==> src/rtl/hamming_pkg.sv <==
// Shared definitions for the serial Hamming(7,4) receive path: widths, receiver
// FSM state type and the syndrome function.
package hamming_pkg;

   localparam int unsigned CODE_W = 7;
   localparam int unsigned DATA_W = 4;
   localparam int unsigned SYN_W  = 3;

   typedef enum logic [1:0] {IDLE, SHIFT, CHECK, OUT} rx_state_t;

   // code[i] holds code position i+1 (b1 at code[0], b7 at code[6]).
   // The syndrome value equals the position of a single flipped bit.
   function automatic logic [SYN_W-1:0] syndrome(input logic [CODE_W-1:0] code);
      logic [SYN_W-1:0] s;
      s[0] = code[0] ^ code[2] ^ code[4] ^ code[6];
      s[1] = code[1] ^ code[2] ^ code[5] ^ code[6];
      s[2] = code[3] ^ code[4] ^ code[5] ^ code[6];
      return s;
   endfunction

endpackage

==> src/rtl/hamming74_syndrome.sv <==
// Combinational Hamming(7,4) checker: syndrome of a received codeword plus the
// data nibble after flipping the bit the syndrome points at.
import hamming_pkg::*;

module hamming74_syndrome (
   input  logic [CODE_W-1:0] code,
   output logic [SYN_W-1:0]  syn,
   output logic [DATA_W-1:0] data
);

   logic [CODE_W-1:0] fixed;

   // Syndrome, single-bit correction and data extraction (d1 = b3 is the MSB).
   always_comb begin
      syn   = syndrome(code);
      fixed = code;
      for (int i = 0; i < int'(CODE_W); i++) begin
         if (syn == SYN_W'(i + 1)) begin
            fixed[i] = ~code[i];
         end
      end
      data = {fixed[2], fixed[4], fixed[5], fixed[6]};
   end

endmodule

==> src/rtl/hamming_rx_decoder.sv <==
// Serial Hamming(7,4) receiver feeding the Display block.
// Bits arrive b1 first, one per cycle with rx_valid=1; the decoded nibble, ready
// and err appear two edges after the edge that accepts b7.
// Build option: define HAMMING_CORRECT_EN to correct single-bit errors; without it
// an errored frame only raises err and leaves a..d and ready untouched.
import hamming_pkg::*;

module hamming_rx_decoder #(
   parameter int unsigned IDLE_TIMEOUT = 16
) (
   input  logic clk,
   input  logic reset,
   input  logic rx_bit,
   input  logic rx_valid,
   output logic a,
   output logic b,
   output logic c,
   output logic d,
   output logic ready,
   output logic err
);

   localparam int unsigned IDLE_W = (IDLE_TIMEOUT > 1) ? $clog2(IDLE_TIMEOUT) : 1;

   rx_state_t state_q, state_d;

   logic [CODE_W-1:0] code_q, code_d;
   logic [2:0]        bit_cnt_q, bit_cnt_d;
   logic [IDLE_W-1:0] idle_cnt_q, idle_cnt_d;
   logic [SYN_W-1:0]  syn_q, syn_d;
   logic [DATA_W-1:0] fix_q, fix_d;
   logic [DATA_W-1:0] abcd_q, abcd_d;
   logic              ready_q, ready_d;
   logic              err_q, err_d;

   logic [SYN_W-1:0]  chk_syn;
   logic [DATA_W-1:0] chk_data;
   logic              accept;
   logic              last_bit;
   logic              timeout;

   hamming74_syndrome u_syndrome (
      .code (code_q),
      .syn  (chk_syn),
      .data (chk_data)
   );

   // Bits are only taken while collecting a frame; CHECK and OUT ignore rx_valid.
   assign accept   = rx_valid && ((state_q == IDLE) || (state_q == SHIFT));
   assign last_bit = accept && (state_q == SHIFT) && (bit_cnt_q == 3'd6);
   assign timeout  = (state_q == SHIFT) && !rx_valid &&
                     (idle_cnt_q == IDLE_W'(IDLE_TIMEOUT - 1));

   // State register.
   always_ff @(posedge clk or negedge reset) begin
      if (!reset) begin
         state_q <= IDLE;
      end else begin
         state_q <= state_d;
      end
   end

   // Next-state logic.
   always_comb begin
      state_d = state_q;
      unique case (state_q)
         IDLE:    if (accept) state_d = SHIFT;
         SHIFT: begin
            if (last_bit)     state_d = CHECK;
            else if (timeout) state_d = IDLE;
         end
         CHECK:   state_d = OUT;
         OUT:     state_d = IDLE;
         default: state_d = IDLE;
      endcase
   end

   // Datapath and output next values driven by the current state.
   always_comb begin
      code_d     = code_q;
      bit_cnt_d  = 3'd0;
      idle_cnt_d = '0;
      syn_d      = syn_q;
      fix_d      = fix_q;
      abcd_d     = abcd_q;
      ready_d    = ready_q;
      err_d      = err_q;

      if (accept) begin
         code_d = {rx_bit, code_q[CODE_W-1:1]};
      end

      unique case (state_q)
         IDLE: begin
            if (accept) begin
               bit_cnt_d = 3'd1;
               ready_d   = 1'b0;
            end
         end
         SHIFT: begin
            if (accept) begin
               bit_cnt_d = last_bit ? 3'd0 : bit_cnt_q + 3'd1;
            end else if (!timeout) begin
               bit_cnt_d  = bit_cnt_q;
               idle_cnt_d = idle_cnt_q + IDLE_W'(1);
            end
         end
         CHECK: begin
            syn_d = chk_syn;
            fix_d = chk_data;
         end
         OUT: begin
`ifdef HAMMING_CORRECT_EN
            abcd_d  = fix_q;
            ready_d = 1'b1;
            err_d   = (syn_q != '0);
`else
            if (syn_q == '0) begin
               abcd_d  = fix_q;
               ready_d = 1'b1;
               err_d   = 1'b0;
            end else begin
               err_d   = 1'b1;
            end
`endif
         end
         default: ;
      endcase
   end

   // Datapath and output registers.
   always_ff @(posedge clk or negedge reset) begin
      if (!reset) begin
         code_q     <= '0;
         bit_cnt_q  <= 3'd0;
         idle_cnt_q <= '0;
         syn_q      <= '0;
         fix_q      <= '0;
         abcd_q     <= '0;
         ready_q    <= 1'b0;
         err_q      <= 1'b0;
      end else begin
         code_q     <= code_d;
         bit_cnt_q  <= bit_cnt_d;
         idle_cnt_q <= idle_cnt_d;
         syn_q      <= syn_d;
         fix_q      <= fix_d;
         abcd_q     <= abcd_d;
         ready_q    <= ready_d;
         err_q      <= err_d;
      end
   end

   assign {a, b, c, d} = abcd_q;
   assign ready        = ready_q;
   assign err          = err_q;

endmodule

==> config.mk <==
export PLATFORM = sky130hd
export DESIGN_NAME = hamming_rx_decoder
export DESIGN_NICKNAME = d
export VERILOG_FILES = /design/src/rtl/hamming_pkg.sv /design/src/rtl/hamming74_syndrome.sv /design/src/rtl/hamming_rx_decoder.sv
export SDC_FILE = /design/constraint.sdc
export NUM_CORES = 1
export LEC_CHECK = 0
export BUFFER_PORTS_ARGS = -buffer_cell sky130_fd_sc_hd__buf_2
export CORE_MARGIN = 2
export CORE_UTILIZATION = 60
export CTS_BUF_LIST = sky130_fd_sc_hd__clkbuf_2 sky130_fd_sc_hd__clkbuf_4 sky130_fd_sc_hd__clkbuf_8
export CTS_CLUSTER_DIAMETER = 200
export DETAILED_ROUTE_END_ITERATION = 8
export GPL_TIMING_DRIVEN = 0
export MAX_ROUTING_LAYER = met4
export PLACE_DENSITY = 0.76
export SETUP_SLACK_MARGIN = 0.15
export SLEW_MARGIN = 20
export SYNTH_ARGS = -nofsm -noshare
export SYNTH_HDL_FRONTEND = slang
export SYNTH_SLANG_ARGS = --single-unit
==> constraint.sdc <==
create_clock -name clk -period 1.8 [get_ports clk]
set_input_delay 0.09 -clock clk [delete_from_list [all_inputs] [get_ports clk]]
set_output_delay 0.09 -clock clk [all_outputs]
set_load 0.05 [all_outputs]
==> impl_metrics.ini <==
[floorplan]
fp.dieH_um = 51.0
core_area_sq_um = 2150
io_pins = 10
die-area_sq_um = 2600
start_util_pct = 61.7
die_x_um = 51.0
rows = 17

[clock_network]
cts_tree = done
htreeDepth = 2
cts_buffer_depth = 2
cts.sinks = 29
worstSkewPairLatency_ns = 0.31
clkSlewWorstSetupHoldPaths_ns = 0.09
numCtsBuffers = 5
cts-root-buf = clkbuf_4

[grt]
grt_pass1_vias = 875
grt-ovfl-total = 0
grt_pass1_wl_mm = 3.77
grt_util_all_layers_pct = 20.9
grt_max_degree = 30
antenna_found_initial = 0

[cells_and_area]
layout_common_cells = 26 x dfrtp_1, 13 x mux2_2, 11 x nand2_1
syn_to_final_growth_pct = 23.2
drive_gt1_share_pct = 37.8
nNetsFinal = 141
fillers = 139
final_common_cell = dfrtp_1
antennaDiodeCount = 0

[detailed_routing]
drt_pre_antenna_iters = 4
num_vias = 879
drtAntennaViolNets = 0
viasPerCell = 5.39
drc_errors = 0
routed_wl_mm = 2.17
first_iter_violations = 8
post_drt_wl_per_cell_um = 13.3

[worst_setup_path]
reg2reg_slack_ns = 0.19
setup.worst_path.start_class = register
path_class = reg2reg
r2r_cells = 5
cp-startpoint = code_q[6]$_DFFE_PN0P_
crit_slowest_cell = dfrtp_2
cpPeakStageDelay_ns = 0.48
crit_chain = xnor2_4 > or3b_4 > nand2_2 > mux2i_1 > o21ai_1
reg2reg_to = fix_q[0]$_DFFE_PN0P_
end_kind = register
cp_max_fo = 5
cp.required_ns = 2.00
crit_end = fix_q[0]$_DFFE_PN0P_
worst_ep_arrival_time_ns = 1.81
reg2reg_from = code_q[6]$_DFFE_PN0P_

[synthesis]
yosys_warnings = 0
syn_nets = 120
synth_fa_ha_area_share_pct = 2.83
synth_top_area_share_pct = 54.8
synth-seq-cells = 29
synth_area_leaders = dfrtp_1 55%, mux2_2 11%, xnor2_1 5.3%
syn_avg_cell_area_sq_um = 11.7
synth_compound_area_share_pct = 7.37
synthXorXnorAreaFrac_pct = 9.82
synth_cell_types = 29
seq_area_frac_synth_pct = 54.8
synth_top_family_by_area = simple AND/OR/NAND/NOR gates
synth.largest_area_cell = dfrtp_1
syn_area_sq_um = 1330
yosys.area_share.simple_pct = 11.9
synth_cells = 113
synth_mux_area_share_pct = 11.8

[placed_design]
dpl.hpwl_mm = 1.49
gp_congestion = 0.731
port_buffers = 9

[sta]
setup_viol = 0
fin_setup_tns_ns = 0
rsz0062_at_grt = yes
fmax_mhz = 621
finalHoldViolations = 0
max_slew.worst_pin.slew_ns = 0.612
whs_ns = 0.104
relSlewSlack_pct = 59.2
fin_crit_sh_pct = 89.5
final_max_slew_viol_count = 0
period_minus_slack_ns = 1.61
skew_ns = 0.00683

[power]
max-vdd-ir-drop_v = 0.00109
power_density_nw_per_um2 = 1260
leakage_nw = 0.765

[hold_path]
holdCritPathClass = in2reg
whs_path_depth = 4

[outcome]
status = finished clean

[run]
cap_violations = 0
[layer usage]
metal	share of wire (%)	GRT usage [%]	vias up	wire length [um]
met5	0	-	-	0
met4	0.78	10.8	0	17
met3	3.4	5.26	2	73
met2	50	33.8	12	1080
met1	46	24.1	435	1000
li1	-	-	430	-
[sequential cells by signal (all words and copies together), names as in the netlist, named ones only]
name,count
ready,1
fix_q,4
err,1
state_q,1
abcd_q,4
code_q,7
bit_cnt_q,3
syn_q,3
idle_cnt_q,4
[synth_stat cells]
master / number
and3_1: 1
o21ai_1: 2
xnor2_2: 1
nand3b_1: 1
o21a_1: 1
o31ai_1: 1
nand2_1: 12
nand3_1: 4
ha_1: 3
mux2i_1: 1
buf_2: 1
xnor2_1: 8
or3b_1: 2
dfrtp_1: 29
a31o_2: 1
clkbuf_1: 3
and2_1: 1
nor4_2: 1
a31oi_1: 1
nor3_1: 1
a21oi_1: 2
nor2b_1: 1
o21ai_0: 8
xor2_1: 5
inv_1: 1
nand2b_1: 2
nor2_1: 5
a21o_1: 1
mux2_2: 13
[critical path, delay by kind of cell, from the launching register on]
kind,cells,cell delay [ns]
multiplexers,1,0.20
XOR/XNOR,1,0.23
AND/OR/NAND/NOR,2,0.50
AO/OA/AOI/OAI,1,0.08
flip-flops,1,0.48
[kinds of logic after synthesis]
family	count (synthesis)
xor gates and xnor gates	14
and+or+nand+nor	31
muxes	14
DFF	29
buffers and inverters	5
AOI/OAI and AO/OA	17
adders and majority gates	3
[repair_timing]
item	CTS	global route
pin swaps	2	3
gates resized for setup	7	17
setup buffers	1	2
endpoints found under the hold margin	30	0
hold buffers	2	0
setup endpoints to repair	3	16
[where the power goes]
group | switching (mW) | internal, mW | leakage (nW)
sequential | 0.130 | 0.756 | 0.372
combinational | 0.329 | 0.402 | 0.352
clock | 0.214 | 0.226 | 0.0413
total | 0.674 | 1.38 | 0.765
[how the worst min path moves through the flow]
| stage | startpoint | end | slack, ns |
|---|---|---|---|
| finish | rx_valid | idle_cnt_q[2]$_DFF_PN0_ | 0.10 |
| CTS | rx_valid | idle_cnt_q[2]$_DFF_PN0_ | 0.08 |
| detailed placement | reset | idle_cnt_q[3]$_DFF_PN0_ | 0.15 |
| floorplan | reset | async pin | -0.21 |
| global placement | reset | idle_cnt_q[3]$_DFF_PN0_ | 0.13 |
| global route | rx_valid | state_q[0]$_DFFE_PN0P_ | 0.1 |
[metrics by stage]
stage / setup slack, ns / std cells / instance area [sq um] / total power [mW] / utilization (%)
after global placement: 0.0852 / 150 / 1410 / 1.36 / 65.4
after CTS: 0.150 / 161 / 1550 / 1.91 / 72.0
after global routing: 0.105 / 163 / 1630 / 2.19 / 76.0
after detailed placement: 0.0478 / 150 / 1410 / 1.39 / 65.4
after floorplan: 0.196 / 113 / 1330 / 1.27 / -
final: 0.189 / 163 / 1630 / 2.06 / 76.0
[layout make-up]
cell class / instances / area [sq um] / area share (%)
repair buffers: 14 / 87.6 / 5.36
flip-flops and latches: 29 / 729 / 44.7
well taps: 28 / 35.0 / 2.15
inverters: 1 / 3.75 / 0.230
clock buffers: 7 / 65.1 / 3.98
plain buffers: 4 / 25.0 / 1.53
clock inverters: 1 / 5.00 / 0.307
multi-input cells: 79 / 682 / 41.8
Power figures use the tool's default switching activity.
